### config.mk
export PLATFORM = sky130hd
export DESIGN_NAME = multicycle_control
export DESIGN_NICKNAME = d
export VERILOG_FILES = /design/src/rtl/multicycle_control.sv
export SDC_FILE = /design/constraint.sdc
export NUM_CORES = 1
export LEC_CHECK = 0
export CAP_MARGIN = 20
export CORE_MARGIN = 3
export CORE_UTILIZATION = 52
export DETAILED_ROUTE_END_ITERATION = 7
export GPL_TIMING_DRIVEN = 0
export PLACE_DENSITY = 0.93
export SLEW_MARGIN = 20
export SYNTH_ARGS = -nofsm -noshare
export SYNTH_HDL_FRONTEND = slang
export SYNTH_SLANG_ARGS = --single-unit
### constraint.sdc
create_clock -name clk -period 8.5 [get_ports clk]
set_clock_uncertainty 0.1 [all_clocks]
set_input_delay 1.7 -clock clk [delete_from_list [all_inputs] [get_ports clk]]
set_output_delay 1.7 -clock clk [all_outputs]
set_load 0.02 [all_outputs]
### src/rtl/multicycle_control.sv
// multicycle_control: MIPS multi-cycle main control FSM (fetch/decode/exec/mem/wb), mem_ready handshake, retired-instruction counter
module multicycle_control #(
  parameter int COUNT_W = 32
) (
  input  logic               clk,
  input  logic               reset,
  input  logic [5:0]         opcode,
  input  logic               zero,
  input  logic               mem_ready,
  output logic               pc_write,
  output logic               ir_write,
  output logic               i_or_d,
  output logic               mem_read,
  output logic               mem_write,
  output logic               mem_to_reg,
  output logic               reg_dst,
  output logic               reg_write,
  output logic               alu_src_a,
  output logic [1:0]         alu_src_b,
  output logic [2:0]         alu_operation,
  output logic [1:0]         pc_source,
  output logic               illegal_op,
  output logic [3:0]         state,
  output logic [COUNT_W-1:0] instr_count
);
  localparam logic [3:0] FETCH = 4'd0, DECODE = 4'd1, MEM_ADDR = 4'd2, MEM_READ = 4'd3,
                         MEM_WB = 4'd4, MEM_WRITE = 4'd5, R_EXEC = 4'd6, R_WB = 4'd7,
                         BRANCH = 4'd8, I_EXEC = 4'd9, I_WB = 4'd10, JUMP = 4'd11;
  localparam logic [5:0] OP_R = 6'h00, OP_J = 6'h02, OP_BEQ = 6'h04, OP_BNE = 6'h05, OP_ADDI = 6'h08,
                         OP_ANDI = 6'h0c, OP_ORI = 6'h0d, OP_LW = 6'h23, OP_SW = 6'h2b;
  logic [3:0] state_q, state_d;
  logic [5:0] op_q, op_d;
  logic [COUNT_W-1:0] instr_count_q, instr_count_d;
  logic pc_write_c, ir_write_c, mem_read_c, mem_write_c, reg_write_c, illegal_c, retire;
  always_comb begin
    state_d = FETCH;
    op_d = op_q;
    pc_write_c = 1'b0;
    ir_write_c = 1'b0;
    i_or_d = 1'b0;
    mem_read_c = 1'b0;
    mem_write_c = 1'b0;
    mem_to_reg = 1'b0;
    reg_dst = 1'b0;
    reg_write_c = 1'b0;
    alu_src_a = 1'b0;
    alu_src_b = 2'b00;
    alu_operation = 3'b000;
    pc_source = 2'b00;
    illegal_c = 1'b0;
    case (state_q)
      FETCH: begin
        mem_read_c = 1'b1;
        alu_src_b = 2'b01;
        ir_write_c = mem_ready;
        pc_write_c = mem_ready;
        state_d = mem_ready ? DECODE : FETCH;
      end
      DECODE: begin
        alu_src_b = 2'b11;
        op_d = opcode;
        case (opcode)
          OP_LW, OP_SW: state_d = MEM_ADDR;
          OP_R: state_d = R_EXEC;
          OP_BEQ, OP_BNE: state_d = BRANCH;
          OP_ADDI, OP_ANDI, OP_ORI: state_d = I_EXEC;
          OP_J: state_d = JUMP;
          default: illegal_c = 1'b1;
        endcase
      end
      MEM_ADDR: begin
        alu_src_a = 1'b1;
        alu_src_b = 2'b10;
        state_d = op_q == OP_SW ? MEM_WRITE : MEM_READ;
      end
      MEM_READ: begin
        mem_read_c = 1'b1;
        i_or_d = 1'b1;
        state_d = mem_ready ? MEM_WB : MEM_READ;
      end
      MEM_WB: begin
        reg_write_c = 1'b1;
        mem_to_reg = 1'b1;
      end
      MEM_WRITE: begin
        mem_write_c = 1'b1;
        i_or_d = 1'b1;
        state_d = mem_ready ? FETCH : MEM_WRITE;
      end
      R_EXEC: begin
        alu_src_a = 1'b1;
        alu_operation = 3'b010;
        state_d = R_WB;
      end
      R_WB: begin
        reg_write_c = 1'b1;
        reg_dst = 1'b1;
      end
      BRANCH: begin
        alu_src_a = 1'b1;
        alu_operation = 3'b001;
        pc_source = 2'b01;
        pc_write_c = op_q == OP_BEQ ? zero : ~zero;
      end
      I_EXEC: begin
        alu_src_a = 1'b1;
        alu_src_b = 2'b10;
        alu_operation = op_q == OP_ADDI ? 3'b100 : op_q == OP_ANDI ? 3'b101 : 3'b111;
        state_d = I_WB;
      end
      I_WB: reg_write_c = 1'b1;
      JUMP: begin
        pc_write_c = 1'b1;
        pc_source = 2'b10;
      end
      default: ;
    endcase
    retire = state_d == FETCH && state_q inside {MEM_WB, MEM_WRITE, R_WB, BRANCH, I_WB, JUMP};
    instr_count_d = instr_count_q + COUNT_W'(retire);
  end
  always_ff @(posedge clk or posedge reset) begin
    if (reset) begin
      state_q <= FETCH;
      op_q <= '0;
      instr_count_q <= '0;
    end else begin
      state_q <= state_d;
      op_q <= op_d;
      instr_count_q <= instr_count_d;
    end
  end
  assign pc_write = pc_write_c & ~reset;
  assign ir_write = ir_write_c & ~reset;
  assign mem_read = mem_read_c & ~reset;
  assign mem_write = mem_write_c & ~reset;
  assign reg_write = reg_write_c & ~reset;
  assign illegal_op = illegal_c & ~reset;
  assign state = state_q;
  assign instr_count = instr_count_q;
endmodule

# Yosys cells after proc, flatten, opt, wreduce, memory -nomap -nowiden
# Index checks and enable logic that the tools add are counted.
totals:
  register_bits: 42
  input_bits: 10
  output_inout_bits: 53
  word_cells: 72
op_classes:
  mux: 23
  add_sub_neg: 1
  n_reduce_logical: 14
  n_eq_ne: 23
  bitwise: 8
op_table:
  columns: ["op", "n"]
  rows:
  - ["adder 32 x 1 -> 32 bit", 1]
  - ["== test 6 x 4 -> 1 bit, second input constant", 5]
  - ["one-hot mux 4 bit (7 select lines)", 1]
  - ["one-hot mux 4 bit (5 select lines)", 1]
  - ["== test 6 x 3 -> 1 bit, second input constant", 3]
  - ["== test 6 bit, second input constant", 3]
  - ["== test 4 x 3 -> 1 bit, second input constant", 4]
  - ["== test 4 bit, second input constant", 4]
  - ["2-to-1 mux 1 bit", 12]
  - ["OR reduction 2 bit", 5]
  - ["2-to-1 mux 3 bit", 3]
  - ["one-hot mux 3 bit (3 select lines)", 1]
  - ["OR reduction 9 bit", 1]
  - ["== test 4 x 2 -> 1 bit, second input constant", 2]
  - ["zero test 4 bit", 2]
  - ["bitwise AND 1 bit", 6]
  - ["== test 6 x 2 -> 1 bit, second input constant", 1]
  - ["zero test 6 bit", 1]
  - ["one-hot mux 2 bit (3 select lines)", 1]
  - ["nonzero test 6 bit", 1]
  - ["OR reduction 3 bit", 2]
  - ["== test 4 x 1 -> 1 bit, second input constant", 1]
  - ["2-to-1 mux 2 bit", 2]
  - ["one-hot mux 2 bit (2 select lines)", 1]
  - ["4 further kinds", 5]

# Logic depth before layout (Yosys ltp)
logic_depth:
  depth_word: 7
  depth_mapped: 11
  mapped_depth_nobuf: 10

# Least setup slack after synthesis
# OpenSTA, ideal clock, no wires.
synth_timing:
  path_kind: "in2out"
  from: "input port reset"
  to: "output port illegal_op"
  n_path_buf: 0
  slack_ns: 3.613
  arrival_time_ns: 3.087
  required_ns: 6.700
  path_stages: 2
  cell_sequence: "inv_1 -> and4_1"
synth_via:
  elab_chain_cells: 2
synth_lines:
  columns: ["item", "line", "rtl"]
  rows:
  - ["start, declared", "6", "input logic reset,"]
  - ["inverter 1 bit", "137", "assign illegal_op = illegal_c & ~reset;"]
  - ["bitwise AND 1 bit", "137", null]
  - ["end, declared", "22", "output logic illegal_op,"]
# Every way passes these cells.

# Worst setup path after layout
layout_timing:
  from: "input port opcode[3]"
  to: "output port illegal_op"
layout_via:
  elab_chain_cells: 5
  word_cells_on_any_way: 13
  classes_between: "8 x eq/ne; 2 x mux; 1 x bitwise; 2 x reduce/logical"
layout_lines:
  columns: ["item", "line", "rtl"]
  rows:
  - ["start, declared", "7", "input logic [5:0] opcode,"]
  - ["== test 6 x 2 -> 1 bit, or another cell as far along", "62", "case (opcode)"]
  - ["OR reduction 9 bit (no line) (*)", null, null]
  - ["2-to-1 mux 1 bit (*)", "62", null]
  - ["2-to-1 mux 1 bit (*)", "51", "case (state_q)"]
  - ["bitwise AND 1 bit (*)", "137", null]
# Every way passes the cells marked *; elsewhere a longest branch is shown, timed or not.

==> impl_results.md <==
- Largest net degree at the start of global routing: 25
- Leakage: 0.00126 uW
- Worst Path Max Fanout: 6
- Worst path bufs/invs: 2
- Max Cap Viol: 0
- Worst-path cell chain: clkdlybuf4s50_1 > nor3b_1 > o31ai_1 > and4_1 > clkdlybuf4s50_1
- DR WL/cell: 15.4 um
- Post-CTS Setup Inserts: 0
- I/O Buffers: 62
- Worst Setup SP: opcode[3]
- Worst-path clk slew: 0.08 ns
- CP Launch Type: input port
- Reg-to-reg startpoint: state[2]
- Detailed placement HPWL: 4.06 mm
- Post-Synthesis Cells: 224
- Area Overhead vs Synth: 35.5%
- Register area share after synthesis: 46.5%
- CTS resizes: 0
- Count of different cell masters after synthesis: 41
- DRT antenna net count: 0
- CTS Hold Bufs: 0
- Critical path required time: 6.70 ns
- Final Critical Period: 5.46 ns
- DIE AREA: 0.00518 mm2
- Antenna diodes: 0
- Top delay family on crit path: buffers and inverters
- Post-synth ARST share: 100%
- Setup-failing EPs final: 0
- Initial antenna violation count: 0
- Pre-Repair DR Iteration Count: 4
- First-pass GRT wire length: 9.21 mm
- Initial Util: 55.4%
- WS Path Type: input port to output port
- CP endpoint kind: output port
- Setup TNS: 0 ns
- Top_reg_cell synth: dfrtp_1
- Clock Path Buffers: 2
- RD Place Congestion: 0.930
- Hold crit path type: register to register
- Cell mode on critical path: clkdlybuf4s50_1
- Post-Route Utilization: 75.0%
- DRC viols: 0
- H-tree Lvls: 2
- CTS tree: built
- Slew @ Worst Pin: 0.671 ns
- Worst-Skew Late Latency: 0.28 ns
- Fin crit share: 64.3%
- Post-synth EDFFs: 0
- Share of layout cells above drive strength 1: 7.46%
- Mapped cell area: 0.00226 mm2
- Status: finished clean
- Routed wire length: 5.32 mm
- Worst hold start: instr_count[31]
- Clk Tree Root Cell: clkbuf_8
- RSZ-0062 raised after global routing: no
- Clk sinks: 42
- Syn nets: 236
- Row count: 23
- All-Layer GR Usage: 22.3%
- DR iter-0 viols: 226
- Yosys warnings: 0
- CP max stage delay: 0.61 ns
- Die height: 72.0 um
- Peak supply drop: 0.000177 V
- Yosys reg bits: 42
- Hold Fails Final Rpt: 0
- Hold slack: 0.375 ns
- Relative slew slack: 54.8%
- IO Pins: 63
- DR vias/cell: 5.68
- Via Count: 1961
- Maximum clock rate: 183 MHz
- Core Footprint: 0.00409 mm2
- Global route total overflow: 0
- Avg Inst Size Synth: 10.1 um2
- Number of global-route vias before repair: 1933
- Final slew viol count: 0
- Slowest CP cell: clkdlybuf4s50_1
- Inserted Clock Buffers: 5
- Die width: 72.0 um
- Final nets: 306
- Critical Path AT: 3.66 ns
- PD cells: 220 mW/mm2
==> cells in the final DEF, fill, tap and decap left out, types with 6 or more instances in the layout <==
| cell | Yosys | layout |
|---|---|---|
| clkdlybuf4s50_1 | 0 | 62 |
| dfrtp_1 | 42 | 42 |
| xnor2_1 | 23 | 23 |
| nor2_1 | 19 | 19 |
| nand2_1 | 16 | 16 |
| nand4_1 | 13 | 13 |
| nand3_1 | 11 | 11 |
| clkbuf_1 | 9 | 10 |
| xor2_1 | 8 | 8 |
| and4_1 | 8 | 8 |
| nor3_1 | 7 | 7 |
| o21ai_0 | 7 | 7 |
| a21oi_1 | 6 | 6 |
| clkbuf_8 | 0 | 6 |
==> synthesized netlist by cell type (2+ instances only) <==
library cell | count | area [um2]
a21oi_1 | 6 | 30.0
and2_1 | 3 | 18.8
and3_1 | 5 | 31.3
and4_1 | 8 | 70.1
clkbuf_1 | 9 | 33.8
dfrtp_1 | 42 | 1050
ha_1 | 2 | 25.0
inv_1 | 6 | 22.5
mux2_2 | 5 | 56.3
mux2i_1 | 2 | 20.0
nand2_1 | 16 | 60.1
nand2b_1 | 5 | 31.3
nand3_1 | 11 | 55.1
nand4_1 | 13 | 81.3
nor2_1 | 19 | 71.3
nor2b_1 | 2 | 12.5
nor3_1 | 7 | 35.0
nor4_4 | 2 | 42.5
o21a_1 | 2 | 15.0
o21ai_0 | 7 | 35.0
o22ai_1 | 2 | 12.5
o31ai_1 | 2 | 15.0
xnor2_1 | 23 | 201
xor2_1 | 8 | 70.1
==> metrics by stage <==
stage               setup WS (ns)  cells  total power (uW)  cell area [um2]
floorplan                    3.61    224               434             2260
global placement             2.30    336               539             2950
detailed placement           3.05    337               549             2970
CTS                          3.04    345               678             3060
global route                 2.90    345               715             3060
finish                       3.04    345               675             3060
==> flip-flops by register name (all words and copies together) (netlist names) <==
name         count
op_q             6
state            4
instr_count     32
==> cells by family after synthesis <==
family / Yosys count / synth area share [%]
adder cells (fa/ha/maj): 2 / 1.11
multiplexers: 7 / 3.37
AND/OR/NAND/NOR: 101 / 27.3
XOR/XNOR: 31 / 12.0
buffers and inverters: 15 / 2.49
AO/OA/AOI/OAI: 26 / 7.25
flip-flops: 42 / 46.5
==> path summary, 6_finish.rpt <==
kind                       slack, ns  depth (start not counted)         endpoint
min in group asynchronous       1.73                          2         state[1]
setup reg to reg                5.17                         10  instr_count[26]
hold reg to reg                 0.37                          1  instr_count[31]
setup / recovery                3.04                          5       illegal_op
max in group asynchronous       6.08                          3  instr_count[11]
hold / removal                  0.37                          1  instr_count[31]
==> routing by layer <==
layer	part of all wire, %	wire [um]	track usage, %	vias to the layer above
met2	51	2720	37.2	52
li1	-	-	-	939
met3	4.3	229	4.02	4
met1	44	2330	30.8	966
met4	0.71	38	4.59	0
met5	0	0	0	-
==> power by group <==
| part | switching, uW | total [uW] | internal [uW] |
|---|---|---|---|
| Sequential | 29.3 | 259 | 230 |
| Combinational | 160 | 289 | 129 |
| Clock | 61.6 | 127 | 65.5 |
| Total | 251 | 675 | 425 |
==> layout make-up <==
cell class	instances	area [um2]
plain buffers	9	33.8
clock buffers	7	86.3
clock inverters	1	5.00
fillers	297	1020
inverters	6	22.5
multi-input cells	167	1150
flip-flops and latches	42	1050
well taps	50	62.6
repair buffers	63	648
No activity file was read; power rests on OpenSTA's default activity.
